<file path="src/rtl/fig_arbiter.sv">
// fig_arbiter: round-robin arbiter sharing one figure draw engine between
// NUM_SRC point sources. The winning source's fields are latched at grant time
// and the downstream ack is relayed back to that source only.
// Optional build macro FIG_ARB_BURST_EN: lets the last winner keep the grant for
// up to BURST_LEN consecutive transfers before rotation is forced.
module fig_arbiter #(
    parameter int unsigned NUM_SRC   = 4,
    parameter int unsigned BURST_LEN = 4
) (
    input  logic                 clock,
    input  logic                 reset_n,
    input  logic [NUM_SRC*8-1:0] src_x_i,
    input  logic [NUM_SRC*9-1:0] src_y_i,
    input  logic [NUM_SRC*8-1:0] src_h_i,
    input  logic [NUM_SRC*8-1:0] src_s_i,
    input  logic [NUM_SRC*8-1:0] src_v_i,
    input  logic [NUM_SRC-1:0]   src_req_i,
    output logic [NUM_SRC-1:0]   src_ack_o,
    output logic [7:0]           fig_x_o,
    output logic [8:0]           fig_y_o,
    output logic [7:0]           fig_h_o,
    output logic [7:0]           fig_s_o,
    output logic [7:0]           fig_v_o,
    output logic                 fig_req_o,
    input  logic                 fig_ack_i,
    output logic [NUM_SRC-1:0]   grant_o
);

    localparam int unsigned IDX_W = $clog2(NUM_SRC);

    // Reject out-of-range configurations at elaboration.
    if (NUM_SRC < 2 || NUM_SRC > 16) begin : g_bad_num_src
        $error("fig_arbiter: NUM_SRC out of range");
    end
    if (BURST_LEN < 1 || BURST_LEN > 255) begin : g_bad_burst_len
        $error("fig_arbiter: BURST_LEN out of range");
    end

    typedef enum logic [1:0] {
        ST_IDLE    = 2'd0,
        ST_WAIT    = 2'd1,
        ST_RELEASE = 2'd2
    } state_t;

    state_t             state_q;
    logic [IDX_W-1:0]   last_q;
    logic [NUM_SRC-1:0] grant_q;
    logic [NUM_SRC-1:0] src_ack_q;
    logic               fig_req_q;
    logic [7:0]         fig_x_q;
    logic [8:0]         fig_y_q;
    logic [7:0]         fig_h_q;
    logic [7:0]         fig_s_q;
    logic [7:0]         fig_v_q;

    logic [IDX_W-1:0]   rr_win_c;
    logic [IDX_W-1:0]   rr_idx_c;
    logic               rr_hit_c;
    logic [IDX_W-1:0]   win_c;

    // Round-robin search: first requester from last+1 upward, wrapping, ending at last.
    always_comb begin
        rr_win_c = last_q;
        rr_idx_c = last_q;
        rr_hit_c = 1'b0;
        for (int i = 1; i <= int'(NUM_SRC); i++) begin
            rr_idx_c = IDX_W'((int'(last_q) + i) % int'(NUM_SRC));
            if (!rr_hit_c && src_req_i[rr_idx_c]) begin
                rr_hit_c = 1'b1;
                rr_win_c = rr_idx_c;
            end
        end
    end

`ifdef FIG_ARB_BURST_EN
    logic [7:0] burst_cnt_q;
    logic [7:0] burst_cnt_d;
    logic       granted_q;  // last_q names a real previous winner, not the reset value

    // Keep the grant on last while under the burst limit, else rotate and restart the count.
    always_comb begin
        if (granted_q && src_req_i[last_q] && (burst_cnt_q < 8'(BURST_LEN - 1))) begin
            win_c       = last_q;
            burst_cnt_d = burst_cnt_q + 8'd1;
        end else begin
            win_c       = rr_win_c;
            burst_cnt_d = 8'd0;
        end
    end

    // Burst bookkeeping, updated only when a grant is issued.
    always_ff @(posedge clock) begin
        if (!reset_n) begin
            burst_cnt_q <= 8'd0;
            granted_q   <= 1'b0;
        end else if (state_q == ST_IDLE && (|src_req_i)) begin
            burst_cnt_q <= burst_cnt_d;
            granted_q   <= 1'b1;
        end
    end
`else
    assign win_c = rr_win_c;
`endif

    // Arbiter FSM: grant in IDLE, hold in WAIT until ack, one RELEASE cycle for the source to drop req.
    always_ff @(posedge clock) begin
        if (!reset_n) begin
            state_q   <= ST_IDLE;
            last_q    <= IDX_W'(NUM_SRC - 1);
            grant_q   <= '0;
            src_ack_q <= '0;
            fig_req_q <= 1'b0;
            fig_x_q   <= 8'd0;
            fig_y_q   <= 9'd0;
            fig_h_q   <= 8'd0;
            fig_s_q   <= 8'd0;
            fig_v_q   <= 8'd0;
        end else begin
            case (state_q)
                ST_IDLE: begin
                    src_ack_q <= '0;
                    if (|src_req_i) begin
                        fig_x_q   <= src_x_i[8*win_c +: 8];
                        fig_y_q   <= src_y_i[9*win_c +: 9];
                        fig_h_q   <= src_h_i[8*win_c +: 8];
                        fig_s_q   <= src_s_i[8*win_c +: 8];
                        fig_v_q   <= src_v_i[8*win_c +: 8];
                        fig_req_q <= 1'b1;
                        grant_q   <= NUM_SRC'(1) << win_c;
                        last_q    <= win_c;
                        state_q   <= ST_WAIT;
                    end
                end
                ST_WAIT: begin
                    if (fig_ack_i) begin
                        fig_req_q <= 1'b0;
                        src_ack_q <= grant_q;
                        grant_q   <= '0;
                        state_q   <= ST_RELEASE;
                    end
                end
                ST_RELEASE: begin
                    src_ack_q <= '0;
                    state_q   <= ST_IDLE;
                end
                default: begin
                    state_q <= ST_IDLE;
                end
            endcase
        end
    end

    assign src_ack_o = src_ack_q;
    assign grant_o   = grant_q;
    assign fig_req_o = fig_req_q;
    assign fig_x_o   = fig_x_q;
    assign fig_y_o   = fig_y_q;
    assign fig_h_o   = fig_h_q;
    assign fig_s_o   = fig_s_q;
    assign fig_v_o   = fig_v_q;

endmodule

</file>
<file path="config.mk">
export PLATFORM = sky130hd
export DESIGN_NAME = fig_arbiter
export DESIGN_NICKNAME = d
export VERILOG_FILES = /design/src/rtl/fig_arbiter.sv
export SDC_FILE = /design/constraint.sdc
export NUM_CORES = 1
export LEC_CHECK = 0
export ABC_AREA = 0
export BUFFER_PORTS_ARGS = -buffer_cell sky130_fd_sc_hd__buf_4
export CAP_MARGIN = 0
export CELL_PAD_IN_SITES_DETAIL_PLACEMENT = 0
export CELL_PAD_IN_SITES_GLOBAL_PLACEMENT = 2
export CORE_ASPECT_RATIO = 0.8
export CORE_UTILIZATION = 25
export CTS_BUF_LIST = sky130_fd_sc_hd__clkbuf_16
export CTS_CLUSTER_DIAMETER = 120
export DETAILED_ROUTE_END_ITERATION = 12
export GPL_TIMING_DRIVEN = 0
export PLACE_DENSITY_LB_ADDON = 0.1
export RECOVER_POWER = 25
export SLEW_MARGIN = 20
export SYNTH_ARGS = -nofsm -noshare
export SYNTH_HDL_FRONTEND = slang
export SYNTH_SLANG_ARGS = --single-unit
</file>
<file path="constraint.sdc">
create_clock -name clock -period 4.6 [get_ports clock]
set_input_delay 0.46 -clock clock [delete_from_list [all_inputs] [get_ports clock]]
set_output_delay 0.46 -clock clock [all_outputs]
set_load 0.02 [all_outputs]
</file>
== After elaboration in Yosys (flattened, before gate mapping) ==
Index checks and enable logic that the tools add are counted.
Widths: inputs -> output; s select.

* Reduce and logical (&&, ||, !) cells: 15
* Mux-type cells: 26
* Equality and inequality tests: 4
* Multipliers: 1
* $lt $le $gt $ge: 4
* Shift operators: 6
* Add/subtract/negate cells: 4

{| class="wikitable"
|+ Operator list
! operator !! count
|-
| $shiftx 32x6->8 || 4
|-
| $shiftx 36x7->9 || 1
|-
| $pmux 4 s2 || 2
|-
| $lt 2x3->1 const B || 4
|-
| $mux 2 || 6
|-
| $mux 4 || 3
|-
| $mux 1 || 9
|-
| $bmux 1 s2 || 4
|-
| $mul 4x2->6 const A || 1
|-
| $reduce_and 2->1 || 3
|-
| $add 2x1->2 const B || 2
|-
| $add 2x2->2 const B || 2
|-
| $ne 2x2->1 const B || 2
|-
| $pmux 2 s2 || 1
|-
| $reduce_bool 2->1 || 2
|-
| $reduce_or 4->1 || 1
|-
| $shl 1x2->4 const A || 1
|-
| $logic_and 1x1->1 || 3
|-
| $logic_not 1->1 || 3
|-
| $reduce_and 3->1 || 1
|-
| $eq 2x1->1 const B || 1
|-
| $eq 2x2->1 const B || 1
|-
| $logic_not 2->1 || 1
|-
| $pmux 1 s2 || 1
|-
| $reduce_or 2->1 || 1
|}

* Register bits after elaboration: 54
* Output and inout bits: 50
* Input port bits: 171

== Logic depth before layout (Yosys ltp) ==
Gate-level depths: netlist of run 1.

* Word-level depth: 16
* Gate-level depth with buffers: 8

== Worst setup path before layout of run 1 ==
No wires, ideal clock.

* Kind: input to register
* Start point: input port src_req_i[0]
* End point: register fig_h_q[0] (netlist: fig_h_o[0])
* Stages: 6
* Data arrival time: 1.959 ns
* Slack: 2.520 ns
* Buffers on the path: 2
* Cells stage by stage: and3b_1 -> clkbuf_1 -> nor3_4 -> buf_6 -> mux2_1 -> a221o_1

* Word-level cells in the longest chain between the ends: 13

{| class="wikitable"
|+ RTL lines
! item !! line !! source
|-
| start: declaration || 17 || <nowiki>input logic [NUM_SRC-1:0] src_req_i,</nowiki>
|-
| $bmux 1 s2 || 68 || <nowiki>if (!rr_hit_c && src_req_i[rr_idx_c]) begin</nowiki>
|-
| $mux 1 (implied by the code) || 68 ||
|-
| $mux 1 || 68 ||
|-
| $logic_not 1->1 || 68 ||
|-
| $logic_and 1x1->1 || 68 ||
|-
| $mux 1 || 68 ||
|-
| $logic_not 1->1 || 68 ||
|-
| $logic_and 1x1->1 || 68 ||
|-
| $mux 1 || 68 ||
|-
| $logic_not 1->1 || 68 ||
|-
| $logic_and 1x1->1 || 68 ||
|-
| $mux 2 || 68 ||
|-
| $shiftx 32x6->8 || 125 || <nowiki>fig_h_q <= src_h_i[8*win_c +: 8];</nowiki>
|-
| end signal: assignment || 125 ||
|-
| end: declaration || 52 || <nowiki>logic [7:0] fig_h_q;</nowiki>
|}

Parallel ways exist; a longest one is shown, timed or not. The select of a mux whose other input is x is not followed.
A chain may end at the register's enable or synchronous reset.

== Worst setup path in the final report of run 1 ==
* Start point: register last_q[1]
* End point: register fig_s_q[1] (netlist: fig_s_o[1])

* Word-level cells in the longest chain between the ends: 14

{| class="wikitable"
|+ RTL lines
! item !! line !! source
|-
| start: declaration || 46 || <nowiki>logic [IDX_W-1:0] last_q;</nowiki>
|-
| start signal: assignment || 109 || <nowiki>last_q <= IDX_W'(NUM_SRC - 1);</nowiki>
|-
| start signal: assignment || 130 || <nowiki>last_q <= win_c;</nowiki>
|-
| $add 2x1->2 || 67 || <nowiki>rr_idx_c = IDX_W'((int'(last_q) + i) % int'(NUM_SRC));</nowiki>
|-
| $bmux 1 s2 || 68 ||
|-
| $mux 1 (implied by the code) || 68 ||
|-
| $mux 1 || 68 ||
|-
| $logic_not 1->1 || 68 ||
|-
| $logic_and 1x1->1 || 68 ||
|-
| $mux 1 || 68 ||
|-
| $logic_not 1->1 || 68 ||
|-
| $logic_and 1x1->1 || 68 ||
|-
| $mux 1 || 68 ||
|-
| $logic_not 1->1 || 68 ||
|-
| $logic_and 1x1->1 || 68 ||
|-
| $mux 2 * || 68 ||
|-
| $shiftx 32x6->8 * || 126 || <nowiki>fig_s_q <= src_s_i[8*win_c +: 8];</nowiki>
|-
| end signal: assignment || 126 ||
|-
| end: declaration || 53 || <nowiki>logic [7:0] fig_s_q;</nowiki>
|}

Every way passes the cells marked *; elsewhere a longest branch is shown, timed or not. The select of a mux whose other input is x is not followed.

==> results of run 1 <==
-- power groups by stage --
| stage | combinational, mW | clock, mW | sequential [mW] |
|---|---|---|---|
| after floorplan | 0.351 | 0 | 0.679 |
| final | 0.728 | 0.500 | 0.588 |
| after global routing | 0.785 | 0.533 | 0.597 |
| after detailed placement | 0.760 | 0 | 0.597 |
| after CTS | 0.761 | 0.519 | 0.588 |
| after global placement | 0.750 | 0 | 0.595 |
-- path summary, 6_finish.rpt --
check                                  from                         to  slack (ns)
hold reg to reg   src_ack_o[0]$_SDFFE_PN0P_  src_ack_o[0]$_SDFFE_PN0P_        0.48
setup / recovery     last_q[1]$_SDFFE_PN1P_    fig_s_o[1]$_SDFFE_PN0P_        2.19
hold / removal                      reset_n  src_ack_o[0]$_SDFFE_PN0P_        0.47
setup reg to reg     last_q[1]$_SDFFE_PN1P_    fig_s_o[1]$_SDFFE_PN0P_        2.19
-- stage by stage --
step	power [mW]	hold WS, ns
6_report	1.82	0.466
5_1_grt	1.91	0.454
4_1_cts	1.87	0.453
3_5_place_dp	1.36	0.469
3_3_place_gp	1.35	0.463
2_1_floorplan	1.03	0.519
-- routing by layer --
metal / global-route usage, % / wire length, um / share of wire (%) / vias to the layer above
met5: 0 / 0 / 0 / -
met4: 4.57 / 103 / 0.76 / 0
met3: 5.25 / 973 / 7.1 / 10
met2: 31.9 / 6420 / 47 / 153
met1: 24.5 / 6130 / 45 / 1885
li1: - / - / - / 1929
-- flip-flops by register name, indices dropped and copies added (netlist names) --
name / count
grant_o: 4
src_ack_o: 4
fig_req_o: 1
fig_y_o: 9
fig_s_o: 8
fig_h_o: 8
state_q: 2
last_q: 2
fig_x_o: 8
fig_v_o: 8
-- layout by cell type, fill, tap and decap left out, types with 2 or more instances in the layout --
| cell type | synthesis | routed |
|---|---|---|
| a32oi_1 | 4 | 4 |
| nand4_1 | 41 | 41 |
| clkbuf_1 | 41 | 66 |
| and2_1 | 3 | 2 |
| bufinv_16 | 0 | 2 |
| a21oi_2 | 2 | 2 |
| a221o_1 | 41 | 41 |
| buf_4 | 0 | 195 |
| dfxtp_1 | 54 | 54 |
| mux2_4 | 21 | 21 |
| buf_6 | 5 | 5 |
| nor2b_1 | 4 | 4 |
| a21boi_0 | 5 | 5 |
| nand2b_1 | 4 | 4 |
| nand2_1 | 8 | 8 |
| mux2_1 | 17 | 17 |
| nand3_1 | 6 | 6 |
| a21o_1 | 3 | 3 |
| nand3b_1 | 3 | 3 |
| nor2_1 | 5 | 5 |
| clkbuf_16 | 0 | 5 |
| a21oi_1 | 41 | 41 |
| mux2_2 | 3 | 3 |
| and3b_1 | 2 | 2 |
| o31ai_1 | 41 | 41 |
-- cells by family after synthesis --
| family | count (synthesis) | synth area share (%) |
|---|---|---|
| AOI/OAI and AO/OA | 143 | 31.8 |
| buffers and inverters | 47 | 6.35 |
| DFF | 54 | 31.9 |
| muxes | 41 | 16.0 |
| and+or+nand+nor | 79 | 14.0 |
-- critical path, stage by stage, from the launching register on --
cell and delay [ns]:
dfxtp_1 0.31, buf_6 0.13, and3b_1 0.17, clkbuf_1 0.23, nor3_4 0.54, buf_6 0.27, mux2_1 0.35, a221o_1 0.29
-- cell type report --
cell class              count  area, um^2
plain buffers              47         215
clock buffers               5         125
clock inverters             3        63.8
fillers                  1375        7700
multi-input cells         263        2090
flip-flops and latches     54        1080
well taps                 175         219
repair buffers            220        1560
==> metrics.yaml, run 1 <==
pwr:
  seqPwrFrac_pct: 32.4
  pwr-share-comb_pct: 40.1
  power_leakage_nw: 2.37
  internal_power_mw: 1.20
  p_per_area_mw_per_mm2: 339
  pwr-share-clk_pct: 27.5
  irDropWorstVdd_v: 0.000211
  p_sw_share_pct: 33.9
  p_sw_mw: 0.616
hold_path:
  min_path_type: "in2reg"
  hold-path-cell-count: 2
sta:
  setup_ws_ns: 2.19
  finClkSkew_ns: 0.00603
  setup_viol: 0
  finalHoldViolations: 0
  rsz0062_at_grt: "no"
  fin_tns_setup_ns: 0
  fin_crit_sh_pct: 52.3
  max_freq_mhz: 416
  slew_viol_final: 0
  layout_min_cycle_time_ns: 2.41
  max_slew_margin_pct: 59.3
  worst_slew_pin_slew_ns: 0.607
setup_path:
  cp.required_ns: 4.79
  crit_type: "reg2reg"
  r2r_cells: 7
  critPathCaptureType: "flip-flop"
  worstSetupStartpointType: "flip-flop"
  cp_max_fo: 10
  arrival_ns: 2.60
final_layout:
  drive_above_1_share_pct: 39.7
  area_growth_pct: 58.0
  final_util_pct: 41.0
  final_cell_area_mm2: 0.00535
  fin_nets: 762
  antenna-diode-count: 0
  instances_no_fill: 767
routing:
  wire_per_inst_um: 17.8
  drt_iter0_drc: 129
  vias_per_cell: 5.19
  route.detailed.drc: 0
  wirelength_mm: 13.6
  first_pass_iters: 4
  antenna_left: 0
  vias: 3977
clock_network:
  cts_root_buf: "clkbuf_16"
  cts_max_path_buffers: 2
  clock_latency_ns: 0.30
  cts.sinks: 54
  cts_buffers: 5
  cts.clk_slew.worst_paths_ns: 0.08
  post-cts-setup-buffers: 0
  cts_tree: "yes"
  hold_buffers: 0
  cts_max_level: 2
  postCtsResizedCells: 0
place:
  port-buffer-count: 220
  place_ws_ns: 2.01
  gp_congestion: 0.843
  dp_hpwl_mm: 9.99
  dp_cells: 759
  post_dp_cell_area_mm2: 0.00526
die:
  core_area_mm2: 0.0131
  initial_core_util_pct: 26.0
  boundaryPins: 221
  die_w_um: 132
  die_area_mm2: 0.0140
  die_h_um: 106
  rows: 37
synth:
  yosysSeqAreaShare_pct: 31.9
  synth_area_leaders: "dfxtp_1 (32%), a221o_1 (12%), mux2_4 (9.3%)"
  synth_area_mm2: 0.00339
  syn_area_per_cell_um2: 9.31
  synth_warnings: 0
  syn-num-nets: 535
  synth.distinct_cells: 32
  synth_top_area_share_pct: 31.9
  async_reset_ff_share_pct: 0
  synth_seq_cells: 54
  synth_largest_area_cell: "dfxtp_1"
  syn_inst: 364
  synth-edff-count: 0
  synth_most_common_cell: "dfxtp_1"
  ys.flop_type: "dfxtp_1"
grt:
  overflow: 0
  grt_pass1_wl_mm: 21.0
  grt_max_degree: 17
  antenna_found_initial: 0
  grt_use_total_pct: 19.2
  grt_pass1_vias: 4111
run:
  drv_cap: 0
run_status:
  status: "complete, no violations"
(Power assumes the default switching activity.)
==> run 2, diff against run 1 <==
- CORE_UTILIZATION: 25 -> 21
- clock period: 4.6 -> 2.05 ns (I/O delays scaled with it)
==> run 2 against run 1 <==
  * Final area is 4.2% higher
  * Sequential power rose by 130%
  * Power rose by 130%
  * Combinational power rose by 140%
  * Sequential cell count did not move
  * Critical path type unchanged
  * Largest power group unchanged
==> metrics.yaml, run 2 (synthesis gave the netlist of run 1 again) <==
die:
  boundaryPins: 221  # unchanged
  die_w_um: 144  # +9.0%
  die_h_um: 116  # +8.9%
  core_area_mm2: 0.0157  # +21%
  die_area_mm2: 0.0166  # +19%
  rows: 41  # +11%
  initial_core_util_pct: 21.5  # -4.4 points
routing:
  first_pass_iters: 4  # unchanged
  antenna_left: 0  # unchanged
  vias: 3978  # +0.025%
  route.detailed.drc: 0  # unchanged
  wire_per_inst_um: 17.4  # -2.1%
  drt_iter0_drc: 182  # +41%
  wirelength_mm: 14.1  # +3.7%
  vias_per_cell: 4.89  # -5.6%
sta:
  finalHoldViolations: 0  # unchanged
  fin_tns_setup_ns: 0  # unchanged
  worst_slew_pin_slew_ns: 0.484  # -0.123 ns
  max_freq_mhz: 508  # +22%
  fin_crit_sh_pct: 96.0  # +44 points
  finClkSkew_ns: 0.00474  # -0.00129 ns
  max_slew_margin_pct: 67.7  # +8.5 points
  layout_min_cycle_time_ns: 1.97  # -0.438 ns
  setup_viol: 0  # unchanged
  slew_viol_final: 0  # unchanged
  rsz0062_at_grt: "yes"
final_layout:
  seq_area_mm2: 0.00108  # +0.12%
  largest_reg_flops: 9  # unchanged
  final_common_cell: "buf_4"
  fin_nets: 768  # +0.79%
  drive_above_1_share_pct: 46.3  # +6.6 points
  multiInputGateArea_mm2: 0.00217  # +3.8%
  instances_no_fill: 813  # +6.0%
  area_growth_pct: 64.7
  final_cell_mix: "buf_4 (205), dfxtp_1 (53), clkbuf_1 (42)"
  antenna-diode-count: 0  # unchanged
  n_fill_cell: 1672  # +22%
hold_path:
  hold-path-cell-count: 2  # unchanged
  min_path_type: "in2reg"
  min_from: "reset_n"
setup_path:
  worstSetupStartpointType: "flip-flop"
  arrival_ns: 2.16  # -0.44 ns
  crit_start: "last_q[1]$_SDFFE_PN1P_"
  cp_max_fo: 10  # unchanged
  r2r_cells: 7  # unchanged
  cp.required_ns: 2.24  # -2.55 ns
  crit_type: "reg2reg"
  r2r-start: "last_q[1]$_SDFFE_PN1P_"
  critPathCaptureType: "flip-flop"
grt:
  overflow: 0  # unchanged
  grt_pass1_wl_mm: 21.1  # +0.26%
  grt_use_total_pct: 16.7  # -2.5 points
  grt_pass1_vias: 3933  # -4.3%
  grt_max_degree: 18  # +1
  antenna_found_initial: 0  # unchanged
place:
  dp_hpwl_mm: 10.5  # +5.3%
  gp_congestion: 0.751  # -11%
  port-buffer-count: 220  # unchanged
  dp_cells: 799  # +5.3%
clock_network:
  cts_max_path_buffers: 2  # unchanged
  cts_max_level: 2  # unchanged
  cts_tree: "yes"
  cts.sinks: 54  # unchanged
  cts_root_buf: "clkbuf_16"
  clock_latency_ns: 0.30  # about the same
  cts_buffers: 5  # unchanged
  hold_buffers: 0  # unchanged
  cts.clk_slew.worst_paths_ns: 0.07  # about the same
run_status:
  status: "complete, no violations"
pwr:
  power_leakage_nw: 2.52  # +6.4%
  p_per_area_mw_per_mm2: 733  # +120%
  irDropWorstVdd_v: 0.000312  # +48%
run:
  drv_cap: 0  # unchanged
[run 2: critical path: stages, from the launching register on]
cell and delay, ns:
dfxtp_1 0.31, buf_6 0.13, and3b_2 0.25, nor3_4 0.21
buf_4 0.14, buf_6 0.15, mux2_1 0.36, a221o_1 0.29
[run 2: layer usage]
| metal | global-route usage [%] | routed length [um] |
|---|---|---|
| met1 | 23.2 | 6770 |
| met4 | 2.98 | 129 |
| met5 | 0 | 0 |
| met2 | 26.1 | 6410 |
| met3 | 4.17 | 826 |
[run 2: cell type report]
type,count,area share [%]
clock buffer,5,2.24
tap,215,4.82
sequential,54,19.4
buffer,44,4.53
multi-input combinational,263,38.9
timing repair buffer,229,29.3
clock inverter,3,0.785
[run 2: path summary, 6_finish.rpt]
| path | to | slack, ns |
|---|---|---|
| worst max-delay path | fig_y_o[0]$_SDFFE_PN0P_ | 0.08 |
| worst min-delay path | src_ack_o[2]$_SDFFE_PN0P_ | 0.21 |
| worst min register to register | src_ack_o[1]$_SDFFE_PN0P_ | 0.48 |
| worst max register to register | fig_y_o[0]$_SDFFE_PN0P_ | 0.08 |
[run 2: power breakdown]
part / internal [mW] / leakage, nW / total [mW] / switching, mW
Clock: 0.581 / 0.0842 / 1.01 / 0.432
Sequential: 1.22 / 0.445 / 1.33 / 0.107
Combinational: 0.867 / 1.99 / 1.75 / 0.882
[run 2: repair_timing]
| action | CTS | global route |
|---|---|---|
| setup buffers | 7 | 2 |
| endpoints found under the setup margin | 41 | 41 |
| resized for setup | 16 | 36 |
| pin swaps | 3 | 2 |
[run 2: per-stage QoR]
stage | util (%) | setup slack, ns | total power [mW] | instance area [um^2] | hold slack [ns]
after floorplan | - | 0.00900 | 2.31 | 3390 | 0.359
after global placement | 33.7 | -0.384 | 3.04 | 5310 | 0.462
after detailed placement | 33.7 | -0.406 | 3.06 | 5310 | 0.469
after CTS | 35.4 | -0.00522 | 4.15 | 5570 | 0.195
after global routing | 35.4 | -0.0214 | 4.33 | 5580 | 0.208
final | 35.4 | 0.0822 | 4.09 | 5580 | 0.209
==> run 3, diff against run 2 <==
- REMOVE_ABC_BUFFERS: not set -> 1
- SETUP_SLACK_MARGIN: not set -> 0.15
==> run 3 against run 2 <==
  * Cell count decreased by 0.98%
  * Wire length increased by 18%
  * Final area rose by 8.4%
  * Non-clock buffer count fell by 10
  * Via count rose by 2.0%
  * Clock power is 7% lower
  * Maximum frequency shrank 2.2%
  * Critical endpoint is now fig_x_o[0]$_SDFFE_PN0P_
  * Die area unchanged
  * Register-to-register slack worse by 0.04 ns
  * Sequential power hardly changed
  * Clock-buffer cell count unchanged
  * Sequential cell count is the same
==> metrics.yaml, run 3 (synthesis gave the netlist of run 1 again) <==
routing:
  antenna_left: 0  # unchanged
  vias: 4059  # +2.0%
  first_pass_iters: 5  # +1
  vias_per_cell: 5.04  # +3.1%
  wirelength_mm: 16.6  # +18%
  wire_per_inst_um: 20.7  # +19%
  route.detailed.drc: 0  # unchanged
  drt_iter0_drc: 150  # -18%
grt:
  grt_pass1_vias: 3875  # -1.5%
  antenna_found_initial: 0  # unchanged
  grt_pass1_wl_mm: 23.8  # +13%
  overflow: 0  # unchanged
  grt_max_degree: 26  # +8
  grt_use_total_pct: 19.2  # +2.5 points
final_layout:
  area_growth_pct: 78.5
  largest_reg_flops: 9  # unchanged
  final_cell_mix: "buf_4 (222), dfxtp_1 (52)"
  antenna-diode-count: 0  # unchanged
  fin_nets: 760  # -1.0%
  drive_above_1_share_pct: 53.1  # +6.7 points
  final_cell_area_mm2: 0.00605  # +8.4%
  final_common_cell: "buf_4"
  final_util_pct: 38.4  # +3.0 points
  instances_no_fill: 805  # -0.98%
sta:
  slew_viol_final: 0  # unchanged
  hold_slack_ns: 0.194  # -0.0144 ns
  setup_viol: 0  # unchanged
  finalHoldViolations: 0  # unchanged
  layout_min_cycle_time_ns: 2.01  # +0.0449 ns
  worst_slew_pin_slew_ns: 0.558  # +0.0737 ns
  finClkSkew_ns: 0.0158  # +0.0111 ns
  max_slew_margin_pct: 62.8  # -4.9 points
  fin_crit_sh_pct: 98.2  # +2.2 points
  max_freq_mhz: 497  # -2.2%
  rsz0062_at_grt: "yes"
die:
  die_h_um: 116  # unchanged
  rows: 41  # unchanged
  die_w_um: 144  # unchanged
  die_area_mm2: 0.0166  # unchanged
  core_area_mm2: 0.0157  # unchanged
  boundaryPins: 221  # unchanged
  initial_core_util_pct: 21.5  # unchanged
clock_network:
  cts.sinks: 54  # unchanged
  cts_max_level: 2  # unchanged
  cts_tree: "yes"
  clock_latency_ns: 0.31  # about the same
  hold_buffers: 0  # unchanged
  cts_buffers: 5  # unchanged
  cts_max_path_buffers: 2  # unchanged
  cts.clk_slew.worst_paths_ns: 0.08  # about the same
  cts_root_buf: "clkbuf_16"
setup_path:
  cp_max_fo: 10  # unchanged
  slowest_delay_ns: 0.38  # +0.02 ns
  r2r-start: "last_q[1]$_SDFFE_PN1P_"
  worstSetupStartpointType: "flip-flop"
  cp_slowest_cell: "dfxtp_4"
  crit_start: "last_q[1]$_SDFFE_PN1P_"
  arrival_ns: 2.21  # +0.05 ns
  critPathCaptureType: "flip-flop"
  cp_cell_sequence: "nand2b_4, a21oi_4, buf_16, nor3_4, buf_6, buf_12, mux2_4, a221o_1"
  cp.required_ns: 2.25  # about the same
  crit_type: "reg2reg"
place:
  post_dp_cell_area_mm2: 0.00548  # +3.2%
  dp_hpwl_mm: 10.7  # +1.6%
  dp_cells: 768  # -3.9%
  gp_congestion: 0.703  # -6.4%
  port-buffer-count: 220  # unchanged
pwr:
  irDropWorstVdd_v: 0.000299  # -4.2%
  p_per_area_mw_per_mm2: 720  # -1.7%
  power_leakage_nw: 2.77  # +9.8%
  p_total_mw: 4.36  # +6.6%
run_status:
  status: "complete, no violations"
hold_path:
  min_from: "reset_n"
  min_path_type: "in2reg"
run:
  drv_cap: 0  # unchanged
-- run 3: cell count changes in the layout (fill, tap and decap cells not counted), moves of 10 or more --
cell / before / now
clkbuf_1: 42 / 16
buf_4: 205 / 222
clkbuf_2: 14 / 0
mux2_4: 25 / 41
mux2_1: 13 / 0
buf_16: 0 / 10
-- run 3: final cells by class --
cell class / count / area (um^2)
fill: 1644 / 9700
multi-input combinational: 265 / 2280
timing repair buffer: 263 / 2270
sequential: 54 / 1090
tap: 215 / 269
clock buffer: 5 / 125
clock inverter: 3 / 25.0
-- run 3: timing repair --
| action | CTS | global route |
|---|---|---|
| setup buffers | 21 | 2 |
| gates resized for setup | 28 | 13 |
| pin swaps | 7 | 7 |
| cloned | 5 | 1 |
| setup endpoints to repair | 46 | 41 |
-- run 3: where the power goes --
part	switching (mW)	internal, mW
logic	0.988	1.10
registers	0.110	1.22
clock network	0.475	0.463
total	1.57	2.79
-- run 3: per-stage QoR --
step	setup WS (ns)	setup TNS (ns)
floorplan	-1.21	-48.88
global placement	-2.68	-114.24
detailed placement	-0.670	-20.64
CTS	0.0201	0
global route	-0.0556	-0.797
finish	0.0373	0
-- run 3: path summary, 6_finish.rpt --
| kind | end | slack, ns | cells past startpoint |
|---|---|---|---|
| worst max register to register | fig_x_o[0]$_SDFFE_PN0P_ | 0.04 | 8 |
| worst max-delay path | fig_x_o[0]$_SDFFE_PN0P_ | 0.04 | 8 |
| worst min-delay path | last_q[1]$_SDFFE_PN1P_ | 0.19 | 2 |
| worst min register to register | fig_req_o$_SDFFE_PN0P_ | 0.47 | 2 |
-- run 3: critical path: cells and delay by family, from the launching register on --
kind / cells / cell delay (ns)
and+or+nand+nor: 2 / 0.38
muxes: 1 / 0.31
buffers and inverters: 3 / 0.46
DFF: 1 / 0.38
AOI/OAI and AO/OA: 2 / 0.36
-- run 3: routing by layer --
layer | global-route usage (%) | share of wire [%] | up-vias
met1 | 27.4 | 48 | 1951
met2 | 29.6 | 44 | 167
li1 | - | - | 1931
met4 | 3.33 | 0.64 | 0
met5 | 0 | 0 | -
met3 | 4.38 | 7.7 | 10
